$ cat src/rtl/mips_trace_fifo_pkg.sv
// Shared definitions for the MIPS retire-trace recorder: record kinds,
// field widths and the packed layout of one trace record (timestamp excluded,
// since its width is a per-instance parameter).
package mips_trace_fifo_pkg;

    typedef enum logic [1:0] {
        KIND_NONE = 2'b00,
        KIND_GRF  = 2'b01,
        KIND_DM   = 2'b10
    } trace_kind_e;

    localparam int PC_W   = 32;
    localparam int ADDR_W = 32;
    localparam int DATA_W = 32;
    localparam int REG_W  = 5;

    // Fixed part of a record; the timestamp is appended below it in storage.
    localparam int FIX_W = 2 + PC_W + ADDR_W + DATA_W;

    typedef struct packed {
        trace_kind_e         kind;
        logic [PC_W-1:0]     pc;
        logic [ADDR_W-1:0]   addr;
        logic [DATA_W-1:0]   data;
    } trace_rec_t;

    function automatic trace_rec_t make_rec(trace_kind_e kind, logic [PC_W-1:0] pc,
                                            logic [ADDR_W-1:0] addr, logic [DATA_W-1:0] data);
        trace_rec_t r;
        r.kind = kind;
        r.pc   = pc;
        r.addr = addr;
        r.data = data;
        return r;
    endfunction

    // GRF records carry the register index zero-extended into the address field.
    function automatic logic [ADDR_W-1:0] grf_index_addr(logic [REG_W-1:0] idx);
        return {27'd0, idx};
    endfunction

endpackage

$ cat src/rtl/mips_trace_fifo_if.sv
// Drain port of the trace recorder: first-word-fall-through valid/ready
// stream of trace records. The recorder is the master, the consumer the slave.
interface mips_trace_fifo_if #(
    parameter int TS_W = 32
);
    logic            out_valid;
    logic            out_ready;
    logic [1:0]      out_kind;
    logic [31:0]     out_pc;
    logic [31:0]     out_addr;
    logic [31:0]     out_data;
    logic [TS_W-1:0] out_ts;

    modport master (
        output out_valid, out_kind, out_pc, out_addr, out_data, out_ts,
        input  out_ready
    );

    modport slave (
        input  out_valid, out_kind, out_pc, out_addr, out_data, out_ts,
        output out_ready
    );
endinterface

$ cat src/rtl/mips_trace_fifo_mem.sv
// Record storage for the trace FIFO: DEPTH x W array with two synchronous
// write ports (the controller never drives both to the same address) and one
// asynchronous read port feeding the fall-through head.
module trace_fifo_mem #(
    parameter int DEPTH = 16,
    parameter int W     = 130
) (
    input  logic                     clk,
    input  logic                     we0,
    input  logic [$clog2(DEPTH)-1:0] waddr0,
    input  logic [W-1:0]             wdata0,
    input  logic                     we1,
    input  logic [$clog2(DEPTH)-1:0] waddr1,
    input  logic [W-1:0]             wdata1,
    input  logic [$clog2(DEPTH)-1:0] raddr,
    output logic [W-1:0]             rdata
);
    logic [W-1:0] mem_r [DEPTH];

    // Write up to two records per cycle into distinct slots.
    always_ff @(posedge clk) begin
        if (we0) begin
            mem_r[waddr0] <= wdata0;
        end
        if (we1) begin
            mem_r[waddr1] <= wdata1;
        end
    end

    assign rdata = mem_r[raddr];
endmodule

$ cat src/rtl/mips_trace_fifo.sv
// Retire-trace recorder: captures up to two architectural write events per
// cycle (GRF write first, then DM store) with PC and cycle timestamp into a
// circular FIFO, drained through a fall-through valid/ready port. Events that
// find no room are counted in a saturating drop counter and flag a sticky
// overflow bit.
module mips_trace_fifo
    import mips_trace_fifo_pkg::*;
#(
    parameter int DEPTH     = 16,
    parameter int TS_W      = 32,
    parameter int DROP_ZERO = 1,
    parameter int DCNT_W    = 16
) (
    input  logic                     clk,
    input  logic                     reset,
    input  logic                     flush,
    input  logic                     in_valid,
    input  logic [31:0]              in_pc,
    input  logic                     grf_we,
    input  logic [4:0]               grf_addr,
    input  logic [31:0]              grf_data,
    input  logic                     dm_we,
    input  logic [31:0]              dm_addr,
    input  logic [31:0]              dm_data,
    mips_trace_fifo_if.master        drain,
    output logic [$clog2(DEPTH):0]   count,
    output logic [DCNT_W-1:0]        drop_cnt,
    output logic                     overflow
);
    localparam int AW    = $clog2(DEPTH);
    localparam int CW    = AW + 1;
    localparam int REC_W = FIX_W + TS_W;
    localparam int DW1   = DCNT_W + 1;
    localparam bit FILTER_X0 = (DROP_ZERO != 0);

    logic [AW-1:0]     wr_ptr_r;
    logic [AW-1:0]     rd_ptr_r;
    logic [CW-1:0]     count_r;
    logic [TS_W-1:0]   ts_r;
    logic [DCNT_W-1:0] drop_cnt_r;
    logic              overflow_r;

    logic              grf_ev_s;
    logic              dm_ev_s;
    logic [CW-1:0]     free_s;
    logic              push0_s;
    logic              push1_s;
    logic [1:0]        drops_s;
    logic              we0_s;
    logic              we1_s;
    logic              pop_s;
    logic [1:0]        drop_inc_s;
    logic [DW1-1:0]    drop_sum_s;
    logic [DCNT_W-1:0] drop_next_s;
    logic [AW-1:0]     waddr1_s;
    logic [REC_W-1:0]  grf_word_s;
    logic [REC_W-1:0]  dm_word_s;
    logic [REC_W-1:0]  wdata0_s;
    logic [REC_W-1:0]  head_word_s;
    trace_rec_t        head_rec_s;

    assign grf_ev_s = in_valid & grf_we & ~(FILTER_X0 & (grf_addr == 5'd0));
    assign dm_ev_s  = in_valid & dm_we;

    // Space is judged on the occupancy at the start of the cycle; a same-cycle
    // pop does not make room for this cycle's pushes.
    assign free_s = CW'(DEPTH) - count_r;

    assign grf_word_s = {make_rec(KIND_GRF, in_pc, grf_index_addr(grf_addr), grf_data), ts_r};
    assign dm_word_s  = {make_rec(KIND_DM, in_pc, dm_addr, dm_data), ts_r};

    // Decide how many of this cycle's events fit and which slot each lands in.
    always_comb begin
        push0_s  = 1'b0;
        push1_s  = 1'b0;
        drops_s  = 2'd0;
        wdata0_s = grf_word_s;
        case ({grf_ev_s, dm_ev_s})
            2'b11: begin
                if (free_s >= CW'(2)) begin
                    push0_s = 1'b1;
                    push1_s = 1'b1;
                end else if (free_s == CW'(1)) begin
                    push0_s = 1'b1;
                    drops_s = 2'd1;
                end else begin
                    drops_s = 2'd2;
                end
            end
            2'b10: begin
                if (free_s != CW'(0)) begin
                    push0_s = 1'b1;
                end else begin
                    drops_s = 2'd1;
                end
            end
            2'b01: begin
                wdata0_s = dm_word_s;
                if (free_s != CW'(0)) begin
                    push0_s = 1'b1;
                end else begin
                    drops_s = 2'd1;
                end
            end
            default: begin
                push0_s = 1'b0;
            end
        endcase
    end

    // A flush discards same-cycle events outright; they are not drops.
    assign we0_s      = push0_s & ~flush & ~reset;
    assign we1_s      = push1_s & ~flush & ~reset;
    assign drop_inc_s = flush ? 2'd0 : drops_s;
    assign pop_s      = (count_r != CW'(0)) & drain.out_ready;
    assign waddr1_s   = wr_ptr_r + AW'(1);
    assign drop_sum_s = {1'b0, drop_cnt_r} + DW1'(drop_inc_s);

    // Saturating drop counter update.
    always_comb begin
        if (drop_sum_s[DCNT_W]) begin
            drop_next_s = {DCNT_W{1'b1}};
        end else begin
            drop_next_s = drop_sum_s[DCNT_W-1:0];
        end
    end

    trace_fifo_mem #(
        .DEPTH (DEPTH),
        .W     (REC_W)
    ) u_mem (
        .clk    (clk),
        .we0    (we0_s),
        .waddr0 (wr_ptr_r),
        .wdata0 (wdata0_s),
        .we1    (we1_s),
        .waddr1 (waddr1_s),
        .wdata1 (dm_word_s),
        .raddr  (rd_ptr_r),
        .rdata  (head_word_s)
    );

    // Occupancy, pointers, timestamp and drop accounting.
    always_ff @(posedge clk) begin
        if (reset) begin
            wr_ptr_r   <= '0;
            rd_ptr_r   <= '0;
            count_r    <= '0;
            ts_r       <= '0;
            drop_cnt_r <= '0;
            overflow_r <= 1'b0;
        end else begin
            ts_r       <= ts_r + TS_W'(1);
            drop_cnt_r <= drop_next_s;
            overflow_r <= overflow_r | (drop_inc_s != 2'd0);
            if (flush) begin
                wr_ptr_r <= '0;
                rd_ptr_r <= '0;
                count_r  <= '0;
            end else begin
                wr_ptr_r <= wr_ptr_r + AW'(we0_s) + AW'(we1_s);
                rd_ptr_r <= rd_ptr_r + AW'(pop_s);
                count_r  <= count_r + CW'(we0_s) + CW'(we1_s) - CW'(pop_s);
            end
        end
    end

    assign head_rec_s = head_word_s[REC_W-1:TS_W];

    // Fall-through head presentation; all fields read as zero when empty.
    always_comb begin
        if (count_r != CW'(0)) begin
            drain.out_valid = 1'b1;
            drain.out_kind  = head_rec_s.kind;
            drain.out_pc    = head_rec_s.pc;
            drain.out_addr  = head_rec_s.addr;
            drain.out_data  = head_rec_s.data;
            drain.out_ts    = head_word_s[TS_W-1:0];
        end else begin
            drain.out_valid = 1'b0;
            drain.out_kind  = 2'b00;
            drain.out_pc    = 32'd0;
            drain.out_addr  = 32'd0;
            drain.out_data  = 32'd0;
            drain.out_ts    = '0;
        end
    end

    assign count    = count_r;
    assign drop_cnt = drop_cnt_r;
    assign overflow = overflow_r;
endmodule

$ cat src/flat_wrapper.sv
// flat-port wrapper written by rule: the top's interface ports become plain ports
module mips_trace_fifo_flat import mips_trace_fifo_pkg::*;
#(
    parameter int DEPTH     = 16,
    parameter int TS_W      = 32,
    parameter int DROP_ZERO = 1,
    parameter int DCNT_W    = 16
)
  (clk, reset, flush, in_valid, in_pc, grf_we, grf_addr, grf_data, dm_we, dm_addr, dm_data, count, drop_cnt, overflow, drain_out_valid, drain_out_kind, drain_out_pc, drain_out_addr, drain_out_data, drain_out_ts, drain_out_ready);
  mips_trace_fifo_if #(.TS_W(TS_W)) drain_i ();
  input  logic clk;
  input  logic reset;
  input  logic flush;
  input  logic in_valid;
  input  logic [31:0] in_pc;
  input  logic grf_we;
  input  logic [4:0] grf_addr;
  input  logic [31:0] grf_data;
  input  logic dm_we;
  input  logic [31:0] dm_addr;
  input  logic [31:0] dm_data;
  output logic [$clog2(DEPTH):0] count;
  output logic [DCNT_W-1:0] drop_cnt;
  output logic overflow;
  output wire logic [$bits(drain_i.out_valid)-1:0] drain_out_valid;
  output wire logic [$bits(drain_i.out_kind)-1:0] drain_out_kind;
  output wire logic [$bits(drain_i.out_pc)-1:0] drain_out_pc;
  output wire logic [$bits(drain_i.out_addr)-1:0] drain_out_addr;
  output wire logic [$bits(drain_i.out_data)-1:0] drain_out_data;
  output wire logic [$bits(drain_i.out_ts)-1:0] drain_out_ts;
  input wire logic [$bits(drain_i.out_ready)-1:0] drain_out_ready;
  assign drain_out_valid = drain_i.out_valid;
  assign drain_out_kind = drain_i.out_kind;
  assign drain_out_pc = drain_i.out_pc;
  assign drain_out_addr = drain_i.out_addr;
  assign drain_out_data = drain_i.out_data;
  assign drain_out_ts = drain_i.out_ts;
  assign drain_i.out_ready = drain_out_ready;
  mips_trace_fifo #(.DEPTH(DEPTH), .TS_W(TS_W), .DROP_ZERO(DROP_ZERO), .DCNT_W(DCNT_W)) u_core (.clk(clk), .reset(reset), .flush(flush), .in_valid(in_valid), .in_pc(in_pc), .grf_we(grf_we), .grf_addr(grf_addr), .grf_data(grf_data), .dm_we(dm_we), .dm_addr(dm_addr), .dm_data(dm_data), .drain(drain_i), .count(count), .drop_cnt(drop_cnt), .overflow(overflow));
endmodule
$ cat config.mk
export PLATFORM = sky130hd
export DESIGN_NAME = mips_trace_fifo_flat
export DESIGN_NICKNAME = d
export VERILOG_FILES = /design/src/rtl/mips_trace_fifo_pkg.sv /design/src/rtl/mips_trace_fifo_if.sv /design/src/rtl/mips_trace_fifo_mem.sv /design/src/rtl/mips_trace_fifo.sv /design/src/flat_wrapper.sv
export SDC_FILE = /design/constraint.sdc
export NUM_CORES = 2
export LEC_CHECK = 0
export CAP_MARGIN = 0
export CORE_MARGIN = 2
export CORE_UTILIZATION = 40
export DETAILED_ROUTE_END_ITERATION = 10
export PLACE_DENSITY = 0.65
export SETUP_SLACK_MARGIN = 0.1
export SKIP_CTS_REPAIR_TIMING = 1
export SLEW_MARGIN = 20
export SYNTH_ARGS = -nofsm -noshare
export SYNTH_HDL_FRONTEND = slang
export SYNTH_SLANG_ARGS = --single-unit
export TNS_END_PERCENT = 100
$ cat constraint.sdc
create_clock -name clk -period 17 [get_ports clk]
set_input_delay 3.4 -clock clk [delete_from_list [all_inputs] [get_ports clk]]
set_output_delay 3.4 -clock clk [all_outputs]
set_load 0.005 [all_outputs]
==> metrics.cfg <==
[worst_hold_path]
min-delay-path-class=reg2reg

[cts]
clock_tree.htree_level_count=4
clock_sink_count=2142
insertion_delay_ps=910
clkTransAtPathRegs_ps=70
tritoncts_clock_tree=built
max-clock-path-buffers=3
cts_root_buf=sky130_fd_sc_hd__clkbuf_16
cts_buffers=216

[cells_and_area]
regArea_sq_mm=0.0634
post-route-cell-area_sq_mm=0.112
design.final.nets=6238
drive_gt1_share_pct=18.6
area_growth_syn_to_layout_pct=12.5
multi_input_area_sq_mm=0.0331
layout.filler_cells=21300

[logic_synthesis]
synthesis.nets=6341
syn-cell-area_sq_mm=0.0993
synth-warning-count=0
avgSynthCellArea_sq_um=16.1
seq_area_frac_synth_pct=63.8
synth_edf_count=2048
synthesis_stage_register_bit_count=2142
syn_inst=6177
netlist-cell-type-count=68
synth-main-ff-cell=sky130_fd_sc_hd__edfxtp_1
postSynth.asyncResetShare_pct=0

[worst_setup_path]
worstSetupPathType=reg2out
timing.critical_path.required_ps=13600
reg2reg_slack_ps=11330
timing.critical_path.arrival_ps=5940
worst_setup_path_end_kind=output port
startpoint_type=flip-flop
crit_fanout=134

[place]
port-buffer-count=292
gpl.final_weighted_congestion=0.805
detailed_place.area_sq_mm=0.105
dp_hpwl_mm=147

[route]
postRouteWirelength_mm=273
num_vias=55600
remaining_drc_errors=0
routed_via_density=5.80
antenna_violating_nets_post_route=0
wl_per_cell_um=28.5
initialDrtViolationCount=6265
dr.pass1.iters=5

[grt]
grt_usage_pct=21.5
first_global_vias=56500
largest_net_degree_at_the_start_of_global_routing=140
grt_antenna_before_repair=43
first_pass_grt_wire_length_mm=398
grt_remaining_overflow=0

[floorplanning]
fp-row-count=182
core-area_sq_mm=0.246
fp.dieArea_sq_mm=0.252
initial_core_util_pct=40.3
io_pins=293
floorplan.die.width_um=502
die_height_um=502

[timing]
worst_slew_pin_tran_ps=1210
fmax_mhz=107
post-route-period-util_pct=54.9
worst_clock_skew_ps=45.7
relSlewSlack_pct=19.1
slew_viol_final=0
timing.setup.tns_ps=0
final_critical_period_ps=9340
rsz0062_at_grt=no
final-hold-violation-count=0
final-setup-viol-count=0

[power_and_ir_drop]
static-leakage-power_nw=36.6
vdd_drop_max_mv=0.200
pwr_density_cell_mw_per_mm2=109

[run]
drv_cap=0

[outcome]
outcome=complete, no violations

## path summary, 6_finish.rpt
check	from	end	cells after the start
min reg2reg	u_core.u_mem.mem_r[0][129]	u_core.u_mem.mem_r[0][129]	1
min	u_core.u_mem.mem_r[0][129]	u_core.u_mem.mem_r[0][129]	1
max	u_core.rd_ptr_r[1]	drain_out_addr[0]	7
max reg2reg	u_core.count[0]	u_core.u_mem.mem_r[10][0]	11
## logic make-up after synthesis
group	Yosys count	synth area share (%)
adder cells (fa/ha/maj)	24	0.333
AND/OR/NAND/NOR	1833	11.2
XOR/XNOR	38	0.343
multiplexers	678	15.0
AO/OA/AOI/OAI	710	6.09
buffers and inverters	752	3.24
flip-flops	2142	63.8
## placed cells by master, fill, tap and decap left out, drive strengths merged, types with 2 or more instances in the layout
| master | count |
|---|---|
| a21boi | 5 |
| a21o | 13 |
| a21oi | 55 |
| a22o | 593 |
| a31o | 3 |
| a31oi | 2 |
| a32oi | 2 |
| and2 | 1254 |
| and3 | 4 |
| buf | 108 |
| bufinv | 14 |
| clkbuf | 288 |
| clkdlybuf4s50 | 291 |
| clkinv | 88 |
| clkinvlp | 6 |
| dfxtp | 94 |
| diode | 14 |
| edfxtp | 2048 |
| fa | 4 |
| ha | 20 |
| inv | 34 |
| mux2i | 28 |
| mux4 | 650 |
| nand2 | 51 |
| nand2b | 3 |
| nand3 | 21 |
| nand4 | 9 |
| nor2 | 107 |
| nor2b | 344 |
| nor3 | 13 |
| nor3b | 2 |
| nor4 | 3 |
| o21ai | 23 |
| o31ai | 7 |
| or2 | 7 |
| or3 | 10 |
| xnor2 | 16 |
| xor2 | 22 |
## synth_stat cells (all sizes together), types with 2 or more instances
cell	number	area share [%]
edfxtp	2048	62
and2	1254	7.9
mux4	650	15
a22o	593	5.2
clkbuf	450	1.7
nor2b	344	2.2
buf	270	1.4
nor2	107	0.43
dfxtp	94	1.9
a21oi	55	0.30
nand2	51	0.19
inv	31	0.12
mux2i	28	0.28
o21ai	23	0.12
xor2	22	0.19
nand3	21	0.11
ha	20	0.25
xnor2	16	0.15
a21o	13	0.098
nor3	13	0.082
or3	10	0.063
nand4	9	0.057
o31ai	7	0.14
or2	7	0.044
a21boi	5	0.064
and3	4	0.025
fa	4	0.081
a31o	3	0.026
nand2b	3	0.021
nor4	3	0.019
a31oi	2	0.013
a32oi	2	0.025
nor3b	2	0.026
## metrics by stage
| step | util [%] | worst slack (ps) | cells | hold slack [ps] | power [mW] |
|---|---|---|---|---|---|
| global placement | 42.4 | 7420 | 9162 | 435 | 7.60 |
| detailed placement | 42.4 | 7430 | 9165 | 443 | 7.62 |
| global route | 45.4 | 7460 | 9575 | 473 | 12.6 |
| floorplan | - | 7390 | 6177 | 422 | 6.86 |
| finish | 45.4 | 7660 | 9580 | 466 | 12.2 |
| CTS | 45.3 | 7480 | 9563 | 456 | 12.3 |
## metal layers
metal / up-vias / track usage [%] / wire, um
li1: 23400 / - / -
met1: 29200 / 29.2 / 110000
met2: 2482 / 35.3 / 134000
met3: 473 / 3.51 / 20900
met4: 24 / 7.10 / 8890
met5: - / 0 / 150
## worst max-delay path, cell delays in order (launching register included)
cell and delay (ps):
sky130_fd_sc_hd__dfxtp_4 1020, sky130_fd_sc_hd__buf_12 650, sky130_fd_sc_hd__buf_4 780, sky130_fd_sc_hd__buf_4 740, sky130_fd_sc_hd__mux4_2 420, sky130_fd_sc_hd__mux4_2 610
sky130_fd_sc_hd__and2_1 200, sky130_fd_sc_hd__clkdlybuf4s50_1 480
## registers in the layout, indices dropped and copies added (netlist names)
| register | cells |
|---|---|
| u_core.count | 5 |
| u_core.overflow | 1 |
| u_core.drop_cnt | 16 |
| u_core.wr_ptr_r | 4 |
| u_core.rd_ptr_r | 4 |
| u_core.ts_r | 32 |
| u_core.u_mem.mem_r | 2080 |
## power by group
group / switching [mW] / internal [mW] / total [mW]
sequential: 0.0350 / 5.75 / 5.79
combinational: 0.857 / 0.839 / 1.70
clock: 2.09 / 2.64 / 4.73
## final cells by class
type | count | share of cell area (%)
clock inverters | 110 | 1.04
diodes | 14 | 0.0313
clock buffers | 288 | 5.24
well taps | 3312 | 3.71
inverters | 32 | 0.157
repair buffers | 399 | 3.47
multi-input cells | 3283 | 29.6
flip-flops and latches | 2142 | 56.7
Power figures use the tool's default switching activity.
